--- src/rtl/arb_mux_n_if.sv ---
// Channel-side and output-side handshake bundle for arb_mux_n.
// The master modport drives the channels and consumes the output; the slave is the mux.
interface arb_mux_n_if #(
  parameter int unsigned WIDTH = 5,
  parameter int unsigned NCH   = 2,
  parameter int unsigned SELW  = $clog2(NCH)
);
  logic [NCH*WIDTH-1:0] in_data;
  logic [NCH-1:0]       in_valid;
  logic [NCH-1:0]       in_ready;
  logic                 mode;
  logic [SELW-1:0]      sel;
  logic [WIDTH-1:0]     out_data;
  logic                 out_valid;
  logic                 out_ready;
  logic [SELW-1:0]      out_sel;

  modport master (
    output in_data, in_valid, mode, sel, out_ready,
    input  in_ready, out_data, out_valid, out_sel
  );

  modport slave (
    input  in_data, in_valid, mode, sel, out_ready,
    output in_ready, out_data, out_valid, out_sel
  );
endinterface

--- src/rtl/arb_mux_n.sv ---
// N-channel mux into a one-entry output register, explicit select (mode 0) or arbitrated (mode 1).
// Define ARB_MUX_RR_EN for round-robin in mode 1; otherwise mode 1 is fixed lowest-index priority.
module arb_mux_n #(
  parameter int unsigned WIDTH = 5,
  parameter int unsigned NCH   = 2,
  parameter int unsigned SELW  = $clog2(NCH)
) (
  input logic        clk,
  input logic        rst,
  arb_mux_n_if.slave bus
);

  logic [SELW-1:0]  ptr_q, ptr_d;
  logic [WIDTH-1:0] out_data_q, out_data_d;
  logic [SELW-1:0]  out_sel_q, out_sel_d;
  logic             out_valid_q, out_valid_d;

  logic             load_ok;
  logic             grant_valid;
  logic [SELW-1:0]  grant;
  logic [WIDTH-1:0] grant_data;
  logic             accept;

  assign load_ok = !out_valid_q || bus.out_ready;
  assign accept  = grant_valid && load_ok && !rst;

  always_comb begin : grant_logic
`ifdef ARB_MUX_RR_EN
    logic            hi_v, lo_v;
    logic [SELW-1:0] hi, lo;
    hi_v = 1'b0;
    lo_v = 1'b0;
    hi   = '0;
    lo   = '0;
`endif
    grant       = '0;
    grant_valid = 1'b0;
    if (!bus.mode) begin
      // An out-of-range sel matches no channel, so it can never grant.
      for (int i = 0; i < int'(NCH); i++) begin
        if (bus.sel == SELW'(i) && bus.in_valid[i]) begin
          grant       = SELW'(i);
          grant_valid = 1'b1;
        end
      end
    end else begin
`ifdef ARB_MUX_RR_EN
      // Descending scan leaves the lowest valid index above ptr in hi and the lowest at or
      // below ptr in lo; hi wins, lo is the wrapped search with ptr itself checked last.
      for (int i = int'(NCH) - 1; i >= 0; i--) begin
        if (bus.in_valid[i]) begin
          if (SELW'(i) > ptr_q) begin
            hi   = SELW'(i);
            hi_v = 1'b1;
          end else begin
            lo   = SELW'(i);
            lo_v = 1'b1;
          end
        end
      end
      grant       = hi_v ? hi : lo;
      grant_valid = hi_v || lo_v;
`else
      for (int i = int'(NCH) - 1; i >= 0; i--) begin
        if (bus.in_valid[i]) begin
          grant       = SELW'(i);
          grant_valid = 1'b1;
        end
      end
`endif
    end
  end

  always_comb begin : data_mux
    grant_data = '0;
    for (int i = 0; i < int'(NCH); i++) begin
      if (grant == SELW'(i)) begin
        grant_data = bus.in_data[i*WIDTH +: WIDTH];
      end
    end
  end

  always_comb begin : ready_decode
    bus.in_ready = '0;
    for (int i = 0; i < int'(NCH); i++) begin
      bus.in_ready[i] = accept && (grant == SELW'(i));
    end
  end

  always_comb begin : next_state
    out_valid_d = out_valid_q;
    out_data_d  = out_data_q;
    out_sel_d   = out_sel_q;
    ptr_d       = ptr_q;
    if (accept) begin
      // Covers the simultaneous drain-and-load case as well, keeping one word per cycle.
      out_valid_d = 1'b1;
      out_data_d  = grant_data;
      out_sel_d   = grant;
      ptr_d       = grant;
    end else if (out_valid_q && bus.out_ready) begin
      out_valid_d = 1'b0;
    end
  end

  always_ff @(posedge clk) begin
    if (rst) begin
      out_valid_q <= 1'b0;
      out_data_q  <= '0;
      out_sel_q   <= '0;
      ptr_q       <= SELW'(NCH - 1);
    end else begin
      out_valid_q <= out_valid_d;
      out_data_q  <= out_data_d;
      out_sel_q   <= out_sel_d;
      ptr_q       <= ptr_d;
    end
  end

  assign bus.out_valid = out_valid_q;
  assign bus.out_data  = out_data_q;
  assign bus.out_sel   = out_sel_q;

endmodule

--- src/flat_wrapper.sv ---
// flat-port wrapper written by rule: the top's interface ports become plain ports
module arb_mux_n_flat 
#(
  parameter int unsigned WIDTH = 5,
  parameter int unsigned NCH   = 2,
  parameter int unsigned SELW  = $clog2(NCH)
)
  (clk, rst, bus_in_data, bus_in_valid, bus_mode, bus_sel, bus_out_ready, bus_in_ready, bus_out_data, bus_out_valid, bus_out_sel);
  arb_mux_n_if #(.WIDTH(WIDTH), .NCH(NCH), .SELW(SELW)) bus_i ();
  input logic clk;
  input logic rst;
  input wire logic [$bits(bus_i.in_data)-1:0] bus_in_data;
  input wire logic [$bits(bus_i.in_valid)-1:0] bus_in_valid;
  input wire logic [$bits(bus_i.mode)-1:0] bus_mode;
  input wire logic [$bits(bus_i.sel)-1:0] bus_sel;
  input wire logic [$bits(bus_i.out_ready)-1:0] bus_out_ready;
  output wire logic [$bits(bus_i.in_ready)-1:0] bus_in_ready;
  output wire logic [$bits(bus_i.out_data)-1:0] bus_out_data;
  output wire logic [$bits(bus_i.out_valid)-1:0] bus_out_valid;
  output wire logic [$bits(bus_i.out_sel)-1:0] bus_out_sel;
  assign bus_i.in_data = bus_in_data;
  assign bus_i.in_valid = bus_in_valid;
  assign bus_i.mode = bus_mode;
  assign bus_i.sel = bus_sel;
  assign bus_i.out_ready = bus_out_ready;
  assign bus_in_ready = bus_i.in_ready;
  assign bus_out_data = bus_i.out_data;
  assign bus_out_valid = bus_i.out_valid;
  assign bus_out_sel = bus_i.out_sel;
  arb_mux_n #(.WIDTH(WIDTH), .NCH(NCH), .SELW(SELW)) u_core (.clk(clk), .rst(rst), .bus(bus_i));
endmodule
--- config.mk ---
export PLATFORM = sky130hd
export DESIGN_NAME = arb_mux_n_flat
export DESIGN_NICKNAME = d
export VERILOG_FILES = /design/src/rtl/arb_mux_n_if.sv /design/src/rtl/arb_mux_n.sv /design/src/flat_wrapper.sv
export SDC_FILE = /design/constraint.sdc
export NUM_CORES = 1
export LEC_CHECK = 0
export CORE_AREA = 2 2 39 41
export CTS_CLUSTER_SIZE = 30
export DETAILED_ROUTE_END_ITERATION = 7
export DIE_AREA = 0 0 41 43
export HOLD_SLACK_MARGIN = 0.05
export PLACE_DENSITY = 0.72
export SLEW_MARGIN = 5
export SYNTH_ARGS = -nofsm -noshare
export SYNTH_HDL_FRONTEND = slang
export SYNTH_SLANG_ARGS = --single-unit
--- constraint.sdc ---
create_clock -name clk -period 1.3 [get_ports clk]
set_input_delay 0.195 -clock clk [delete_from_list [all_inputs] [get_ports clk]]
set_output_delay 0.195 -clock clk [all_outputs]
set_load 0.01 [all_outputs]
Word level (Yosys, flattened, before mapping)

Index checks and enable logic that the tools add are counted.
Widths: inputs -> output; s select.

Bits of input ports: 17
Register bits: 7
Word-level logic and storage cells: 27
Output and inout bits: 9

Muxes and demuxes: 11
Reduce and logical (&&, ||, !) cells: 11
Bitwise logic cells: 2

Operator list:

| operator          | number |
|---|---|
| $mux 1            | 10 |
| $logic_and 1x1->1 | 7 |
| $mux 5            | 1 |
| $logic_not 1->1   | 2 |
| $not 1->1         | 2 |
| $reduce_bool 2->1 | 1 |
| $logic_or 1x1->1  | 1 |

Depth between registers and ports, before layout

Depth after elaboration: 8
Depth in mapped cells: 5
Depth with buffers taken out: 4

Worst setup path before layout

No wires, ideal clock.

Kind: flip-flop to output port
Start: register u_core.out_valid_q (netlist: u_core.bus.out_valid)
End: output bus_in_ready[0]
Path slack: 0.110 ns
Arrival: 0.995 ns
Cell stages (with the launch flop): 4
Data required time: 1.105 ns
Path buffers: 0
Cells stage by stage: dfxtp_1 -> and2b_4 -> or2_2 -> nor2_1

Word-level cells in the longest chain between the ends: 5

RTL lines:

| item                           | line               | text |
|---|---|---|
| from (decl)                    | arb_mux_n.sv:16    | `logic out_valid_q, out_valid_d;` |
| from (signal assigned)         | arb_mux_n.sv:113   | `out_valid_q <= out_valid_d;` |
| $logic_not 1->1                | arb_mux_n.sv:24    | `assign load_ok = !out_valid_q \|\| bus.out_ready;` |
| $logic_or 1x1->1               | arb_mux_n.sv:24    |  |
| $logic_and 1x1->1 (2 in a row) | arb_mux_n.sv:25    | `assign accept = grant_valid && load_ok && !rst;` |
| $logic_and 1x1->1              | arb_mux_n.sv:86    | `bus.in_ready[i] = accept && (grant == SELW'(i));` |
| to (decl)                      | flat_wrapper.sv:17 | `output wire logic [$bits(bus_i.in_ready)-1:0] bus_in_ready;` |

Every way passes these cells.

Worst setup path after layout

Ends and elaborated chain as after synthesis.

==> results.yml <==
status:
  status: "complete, but fails checks"
  failed_checks: "negative setup slack"
synth:
  avgSynthCellArea_um2: 7.70
  synthArstFlopShare_pct: 0
  syn_inst: 57
  synth_nets: 74
  synth_seq_cells: 7
  syn_area_um2: 439
  synth-edff-count: 0
  synth.distinct_cells: 17
  yosysSeqAreaShare_pct: 31.9
  yosys_warnings: 0
  netlist_top_cells_area: "dfxtp_1 32%, a21oi_1 13%, a21boi_0 8.5%"
  yosys.area.top_type: "dfxtp_1"
  yosysTopAreaCellShare_pct: 31.9
  synthFlopType: "dfxtp_1"
clock_network:
  clkLatencyLatePin_ns: 0.25
  cts_max_level: 1
  clock_sinks: 7
  ctsHoldBuffers: 0
  numCtsBuffers: 3
  root_buffer: "clkbuf_4"
  cts_buffer_depth: 2
  clk_pin_slew_ns: 0.05
  cts_tree: "built"
floorplanning:
  core_area_um2: 1380
  die_w_um: 41
  pin_count: 26
  dieArea_um2: 1760
  num_rows: 14
  start_util_pct: 31.7
  die_h_um: 43
flow_run:
  cap_viol_max_count: 0
placement:
  post_dp_cell_area_um2: 769
  io_buffers: 25
  hpwl_um: 936
  pre_cts_slack_ns: -0.670
  gp_congestion: 0.706
layout:
  drive_gt1_share_pct: 28.1
  syn_to_final_growth_pct: 87.7
  finalInstanceArea_um2: 825
  final_cell_mix: "11 x a21oi_1, 11 x clkdlybuf4s50_1, 11 x buf_4"
  n_fill_cell: 147
  layout.nets: 114
  antenna_cells: 0
timing:
  rsz0062_at_grt: "yes"
  slew_headroom_pct: 82.5
  min_period_over_period_pct: 104
  final.min_clock_period_ns: 1.36
  tightest_slew_ns: 0.262
  whs_ns: 0.400
  max_freq_mhz: 737
  finalHoldViolations: 0
  setup_viol: 2
  slew_viol_final: 0
  fin_skew_ns: 0.00199
  worst_slack_ns: -0.0562
power_and_ir_drop:
  peakVddDrop_mv: 0.317
  p_leak_nw: 0.398
  total_power_w: 0.000652
  power_density_nw_per_um2: 791
grt:
  overflow: 0
  grt_usage_pct: 16.0
  grt_pass1_vias: 464
  grt_pass1_wl_mm: 1.86
  antenna_found_initial: 0
  grt_start_max_net_pins: 8
worst_setup_path:
  required_ns: 1.11
  path_class: "reg -> out"
  crit_fanout: 3
  cp_data_arrival_time_ns: 1.16
  startpoint_type: "flop"
  end_kind: "primary output"
hold_path:
  min_path_type: "in -> reg"
detailed_routing:
  drt-initial-drc-count: 2
  vias_per_cell: 4.69
  dr.pass1.iters: 2
  vias: 525
  antenna_left: 0
  drt-total-wl_mm: 1.21
  wl_per_cell_um: 10.8
  drc: 0
-- path summary, 6_finish.rpt --
path	startpoint	endpoint	slack, ns	depth (start not counted)
worst min-delay path	bus_in_valid[1]	u_core.bus.out_sel$_SDFFE_PP0P_	0.40	4
worst max-delay path	u_core.bus.out_valid$_SDFFE_PP0P_	bus_in_ready[0]	-0.06	4
worst max register to register	u_core.bus.out_valid$_SDFFE_PP0P_	u_core.bus.out_data[2]$_SDFFE_PP0P_	0.21	5
worst min register to register	u_core.bus.out_data[2]$_SDFFE_PP0P_	u_core.bus.out_data[2]$_SDFFE_PP0P_	0.47	2
-- flip-flops by register name, indices dropped and copies added, names as in the netlist --
| register | flops |
|---|---|
| u_core.bus.out_data | 5 |
| u_core.bus.out_valid | 1 |
| u_core.bus.out_sel | 1 |
-- worst max-delay path, cell delays in order (launching register included) --
cell and delay [ns]:
dfxtp_1 0.30, and2b_4 0.16, or2_4 0.24, nor2_1 0.08, buf_2 0.13
-- kinds of logic (layout without fill, tap and decap cells) --
family	after synthesis	after routing	share of synthesized area (%)
buffers and inverters	4	43	5.13
AO/OA/AOI/OAI	28	28	40.7
AND/OR/NAND/NOR	17	17	18.8
multiplexers	1	1	3.42
flip-flops	7	7	31.9
-- cell type report --
type | instances | area [µm²] | share of cell area [%]
Clock buffer | 4 | 26.3 | 3.19
Inverter | 2 | 7.51 | 0.910
Multi-Input combinational cell | 46 | 300 | 36.4
Sequential cell | 7 | 140 | 17.0
Tap cell | 16 | 20.0 | 2.43
Timing Repair Buffer | 37 | 330 | 40.1
-- report_power, final --
part           internal, W  total (W)  switching [W]
combinational     0.000127   0.000217      0.0000909
sequential        0.000233   0.000241     0.00000779
clock             0.000117   0.000194      0.0000770
total             0.000476   0.000652       0.000176
-- metal layers --
layer / share of wire (%) / global-route usage [%]
met5: 0 / 0
met4: 2.9 / 12.0
met3: 5.4 / 3.14
met2: 51 / 24.4
met1: 41 / 18.3
-- Yosys cell counts (2+ instances only) --
cell type	instances
o21ai_1	5
o21ai_0	5
inv_1	2
nand2b_1	3
dfxtp_1	7
a21boi_0	5
a21oi_1	11
nand2_1	9
nor2_1	2
-- per-stage QoR --
step / util [%] / std cells / TNS, ns
global route: 59.6 / 112 / -0.218
CTS: 57.5 / 111 / -0.168
detailed placement: 55.6 / 106 / -3.46
finish: 59.6 / 112 / -0.100
floorplan: - / 57 / 0
global placement: 55.6 / 106 / -3.31
-- repair_timing --
item,CTS,global route
setup buffers,1,1
gates cloned,0,0
pin swaps,4,3
resized for setup,20,7
endpoints found under the hold margin,0,0
endpoints found under the setup margin,14,9
Power figures use the tool's default switching activity.
==> variant 1: new RTL, same settings <==
The option `ARB_MUX_RR_EN` is turned on by a define.
--- a/src/rtl/arb_mux_n.sv
+++ b/src/rtl/arb_mux_n.sv
@@ -1,5 +1,7 @@
 // N-channel mux into a one-entry output register, explicit select (mode 0) or arbitrated (mode 1).
 // Define ARB_MUX_RR_EN for round-robin in mode 1; otherwise mode 1 is fixed lowest-index priority.
+`define ARB_MUX_RR_EN
+
 module arb_mux_n #(
   parameter int unsigned WIDTH = 5,
   parameter int unsigned NCH   = 2,
Formal check against the unedited RTL: not equivalent (Yosys sat finds a counterexample within 4 cycles, from zero or initial values and one cycle with rst high).
==> variant 1 against the original RTL <==
- first-iteration DRC count rose to 3.5 times the old value
- wire length shrank 14%
- utilization down 3.9 points
- sequential power increased by 18%
- final area is 6.5% lower
- worst setup slack better by 0.057 ns
- total power is 9.7% higher
- area after synthesis fell by 2.6%
- sequential cell count rose by 1
- critical path type unchanged
==> variant 1: results (changes against the original RTL) <==
The combinational share of power was 0.323 (-0.010); the routed wire length was 1030 um (-14%). The number of nets in the final layout was 99 (-13%); the standby leakage power was 0.350 nW (-12%). The filler cell count is 131 (-11%), and the count of placed standard cells in the final layout, fillers left out is 96 (-14%). For the global placer's final weighted congestion, the log shows 0.734 (+4.0%). The via density per instance came out at 4.53 (-3.3%). Peak ir drop on the vdd network: 0.000398 V (+25%). By area the synthesized netlist is led by sky130_fd_sc_hd__dfxtp_1 (37%), sky130_fd_sc_hd__a311oi_2 (18%), sky130_fd_sc_hd__nand2_1 (8.8%). Worst-case reg-to-reg path depth: 5 (unchanged). For the worst setup timing slack at the placement stage, the log shows -0.761 ns (-0.0906 ns). The run gives 829 um (-11%) as the half-perimeter wire length after detailed placement.

The path with the worst hold slack has its endpoint at u_core.bus.out_valid$_SDFFE_PP0P_. The post-route core utilization was 0.557 (-0.0389); the gate count after technology mapping was 45 (-21%). The run gives 426 (-8.2%) as the number of global-route vias before repair. In the synthesized netlist, the cells that appear most often are sky130_fd_sc_hd__nand2_1 (10), sky130_fd_sc_hd__dfxtp_1 (8), sky130_fd_sc_hd__nor2_1 (6). The share of synthesized area spent on multiplexers was 0.0585 (+0.0243); the sequential share of power was 0.397 (+0.028). The normalized max-slew margin is 0.878 (+0.0526). For the worst hold slack, the log shows 0.331 ns (-0.0691 ns). The total nets after synthesis is 62 (-16%), and the total power density per cell area is 927 nW/um^2 (+17%). For the DRC violation total after the first TritonRoute iteration, the log shows 7 (+5). The tools report the worst setup path endpoint as bus_in_ready[1]. The global-route usage over all layers is 0.144 (-0.0152). The flow ran to the end, and the final reports show no timing, DRC or antenna violations. Largest incremental delay on the critical path: 0.33 ns (+0.03 ns). The run gives 1730 um (-7.4%) as the first-pass GRT wire length.

Time the final worst path needs with I/O delays and setup: 1.30 ns (-0.0570 ns). The cell type group with the largest total delay on the critical path was flip-flops. The proportion of synthesized chip area in sequential cells is 0.374 (+0.0552).
-- variant 1: timing repair --
item,4_1_cts,5_1_grt
buffers inserted,1,0
pin swaps,1,0
gates cloned,0,0
resized for setup,37,0
setup endpoints to repair,16,4
-- variant 1: per-layer routing --
metal / up-vias / GRT usage / share of wire
met1: 187 / 0.170 / 0.47
met2: 11 / 0.225 / 0.47
met3: 0 / 0.0524 / 0.060
li1: 237 / - / -
met4: 0 / 0.0600 / 0
met5: - / 0 / 0
-- variant 1: final cells by class --
cell class | instances | share of cell area
Clock buffer | 3 | 0.0292
Tap cell | 16 | 0.0260
Multi-Input combinational cell | 34 | 0.351
Timing Repair Buffer | 34 | 0.380
Inverter | 1 | 0.00487
Sequential cell | 8 | 0.209
==> variant 2: new RTL, config.mk and constraints unchanged <==
Without the edit above. `out_data_q` no longer has a reset.
--- a/src/rtl/arb_mux_n.sv
+++ b/src/rtl/arb_mux_n.sv
@@ -106,15 +106,17 @@
   always_ff @(posedge clk) begin
     if (rst) begin
       out_valid_q <= 1'b0;
-      out_data_q  <= '0;
       out_sel_q   <= '0;
       ptr_q       <= SELW'(NCH - 1);
     end else begin
       out_valid_q <= out_valid_d;
-      out_data_q  <= out_data_d;
       out_sel_q   <= out_sel_d;
       ptr_q       <= ptr_d;
     end
+  end
+
+  always_ff @(posedge clk) begin
+    out_data_q <= out_data_d;
   end
 
   assign bus.out_valid = out_valid_q;
Formal check against the unedited RTL: differs if rst is asserted again (counterexample within 4 cycles, from zero or initial values and one cycle with rst high); with rst held inactive, the same outputs for 10 cycles.
==> variant 2 against the original RTL <==
- synthesized cell count down 51%
- area after synthesis down 12%
- total power down 3.2%
- critical path depth up 1
- final area down 12%
- wire length down 25%
- sequential cell count unchanged
- combinational power down 20%
- worst setup slack better by 0.075 ns
- sequential share of layout area up 9.2 points
==> variant 2: results (changes against the original RTL) <==
The number of buffers on the longest clock path was 2 (unchanged). The number of enable flip-flop cells after synthesis was 5 (+5); the number of maximum-capacitance constraint violations was 0 (unchanged). For the minimum setup slack among reg-to-reg paths, the log shows 0.15 ns (-0.06 ns). The half-perimeter wire length after detailed placement was 741 um (-21%). Global placer's final weighted congestion: 0.741 (+4.9%). The tools report the global-route congestion overflow total as 0 (unchanged).

The tools report the destination of the worst register-to-register timing path as u_core.bus.out_data[2]$_DFFE_PP_. The startpoint of the tightest hold check path is bus_in_valid[0]. The signal arrival time at the worst endpoint was 1.09 ns (-0.07 ns); the proportion of synthesized chip area in sequential cells was 0.490 (+0.171).

The routed wire length per instance was 11.5 um (+6.5%). In this run the worst hold path is classified as in -> reg. The logs give 15 (-2) for the count of unique library cells instantiated by Yosys and 6 (-2) for the maximum number of pins on one net before global-route repair. In the synthesized netlist the dominant register cell turns out to be sky130_fd_sc_hd__edfxtp_1. For the first-pass GRT wire length, the log shows 1420 um (-24%). By count the netlist is led by sky130_fd_sc_hd__edfxtp_1 (5), sky130_fd_sc_hd__mux2_4 (5), sky130_fd_sc_hd__inv_1 (3). The tools report the number of setup buffers added after CTS as 0 (-1). Cell area reported after detailed placement: 708 um^2 (-8.0%).

The total nets after synthesis is 45 (-39%). The total inserted antenna cells came out at 0 (unchanged). Initial antenna violation count: 0 (unchanged). The run gives 3 (unchanged) as the number of clock buffers inserted by TritonCTS. For the cell total after placement, the log shows 75 (-29%). The count of placed standard cells in the final layout, fillers left out came out at 79 (-29%). Number of nets in the final layout: 81 (-29%). The fraction of final layout cells sized beyond drive strength 1 came out at 0.429 (+0.147).

The filler cell count is 131 (-11%). The length of the first detailed-routing pass in iterations was 3 (+1). For the number of resized instances in the post-cts repair step, the log shows 30 (+50%). Global-route usage over all layers: 0.121 (-0.0387). By area the synthesized netlist is led by sky130_fd_sc_hd__edfxtp_1 (39%), sky130_fd_sc_hd__mux2_4 (19%), sky130_fd_sc_hd__dfxtp_1 (10%). The worst-case reg-to-reg path depth was 4 (-1); the top fanout value on the critical path was 3 (unchanged). The run finished with clean final reports. For the standby leakage power, the log shows 0.357 nW (-10%). The peak ir drop on the vdd network is 0.000504 V (+59%), and the clock latency on the worst-skew pair is 0.25 ns (about the same). The via count was 355 (-32%); the gate count after technology mapping was 28 (-51%). The logs give 0.000130 ns (-0.00186 ns) for the setup skew after layout and 0.851 (+0.0253) for the normalized max-slew margin. The DRC violation total after the first TritonRoute iteration is 3 (+1).
[variant 2: cell types whose count changed after synthesis, sizes merged, moves of 4 or more]
| cell | delta |
|---|---|
| mux2 | +4 |
| o21ai | -8 |
| dfxtp | -5 |
| a21boi | -5 |
| nand2 | -9 |
| edfxtp | +5 |
| a21oi | -10 |
[variant 2: stage by stage]
step	TNS [ns]	hold WS, ns	power (W)	setup slack, ns	utilization
after floorplan	0	0.264	0.000337	0.0813	-
after global placement	-6.50	0.480	0.000448	-0.813	0.512
after detailed placement	-7.00	0.475	0.000451	-0.852	0.512
after CTS	0	0.368	0.000642	0.00247	0.515
after global routing	-0.0359	0.395	0.000674	-0.0359	0.524
final	0	0.362	0.000631	0.0192	0.524
[variant 2: layer usage]
layer,up-vias,share of wire,GRT usage
li1,175,-,-
met1,166,0.40,0.121
met2,14,0.51,0.200
met3,0,0.086,0.0681
met4,0,0,0.0400
met5,-,0,0
[variant 2: power by group]
part           leakage [nW]  total (W)  internal, W  switching (W)
combinational         0.278   0.000173     0.000109      0.0000638
sequential           0.0635   0.000261     0.000257     0.00000377
clock                0.0150   0.000197     0.000117      0.0000800
total                 0.357   0.000631     0.000483       0.000147
[variant 2: worst max-delay path, stage by stage]
cell	delay (ns)
sky130_fd_sc_hd__buf_2	0.11
sky130_fd_sc_hd__nor2b_4	0.14
sky130_fd_sc_hd__a22o_1	0.21
sky130_fd_sc_hd__nor4b_2	0.27
sky130_fd_sc_hd__buf_2	0.17
[variant 2: kinds of logic (layout without fill, tap and decap cells)]
logic type      after synthesis  count (layout)  synth area share
buf+inv                       3              38            0.0290
mux                           5               5             0.194
simple gates                  7               7             0.142
flops                         7               7             0.490
compound gates                6               6             0.145
[variant 2: worst max path at each step]
stage | from | to | slack (ns) | cells after the start
6_report | bus_sel | bus_in_ready[0] | 0.02 | 5
5_1_grt | u_core.bus.out_valid$_SDFFE_PP0P_ | bus_in_ready[0] | -0.04 | 3
4_1_cts | u_core.bus.out_data[4]$_DFFE_PP_ | bus_out_data[4] | 0.002 | 1
3_3_place_gp | bus_in_valid[1] | bus_in_ready[0] | -0.81 | 5
3_5_place_dp | bus_in_valid[1] | bus_in_ready[0] | -0.85 | 5
2_1_floorplan | bus_sel | u_core.bus.out_data[0]$_DFFE_PP_ | 0.08 | 3
[variant 2: final cells by class]
class                           count  area, um^2  share of cell area
Timing Repair Buffer               31         274               0.378
Multi-Input combinational cell     18         204               0.281
Sequential cell                     7         190               0.262
Clock buffer                        4        26.3              0.0362
Tap cell                           16        20.0              0.0276
Inverter                            3        11.3              0.0155
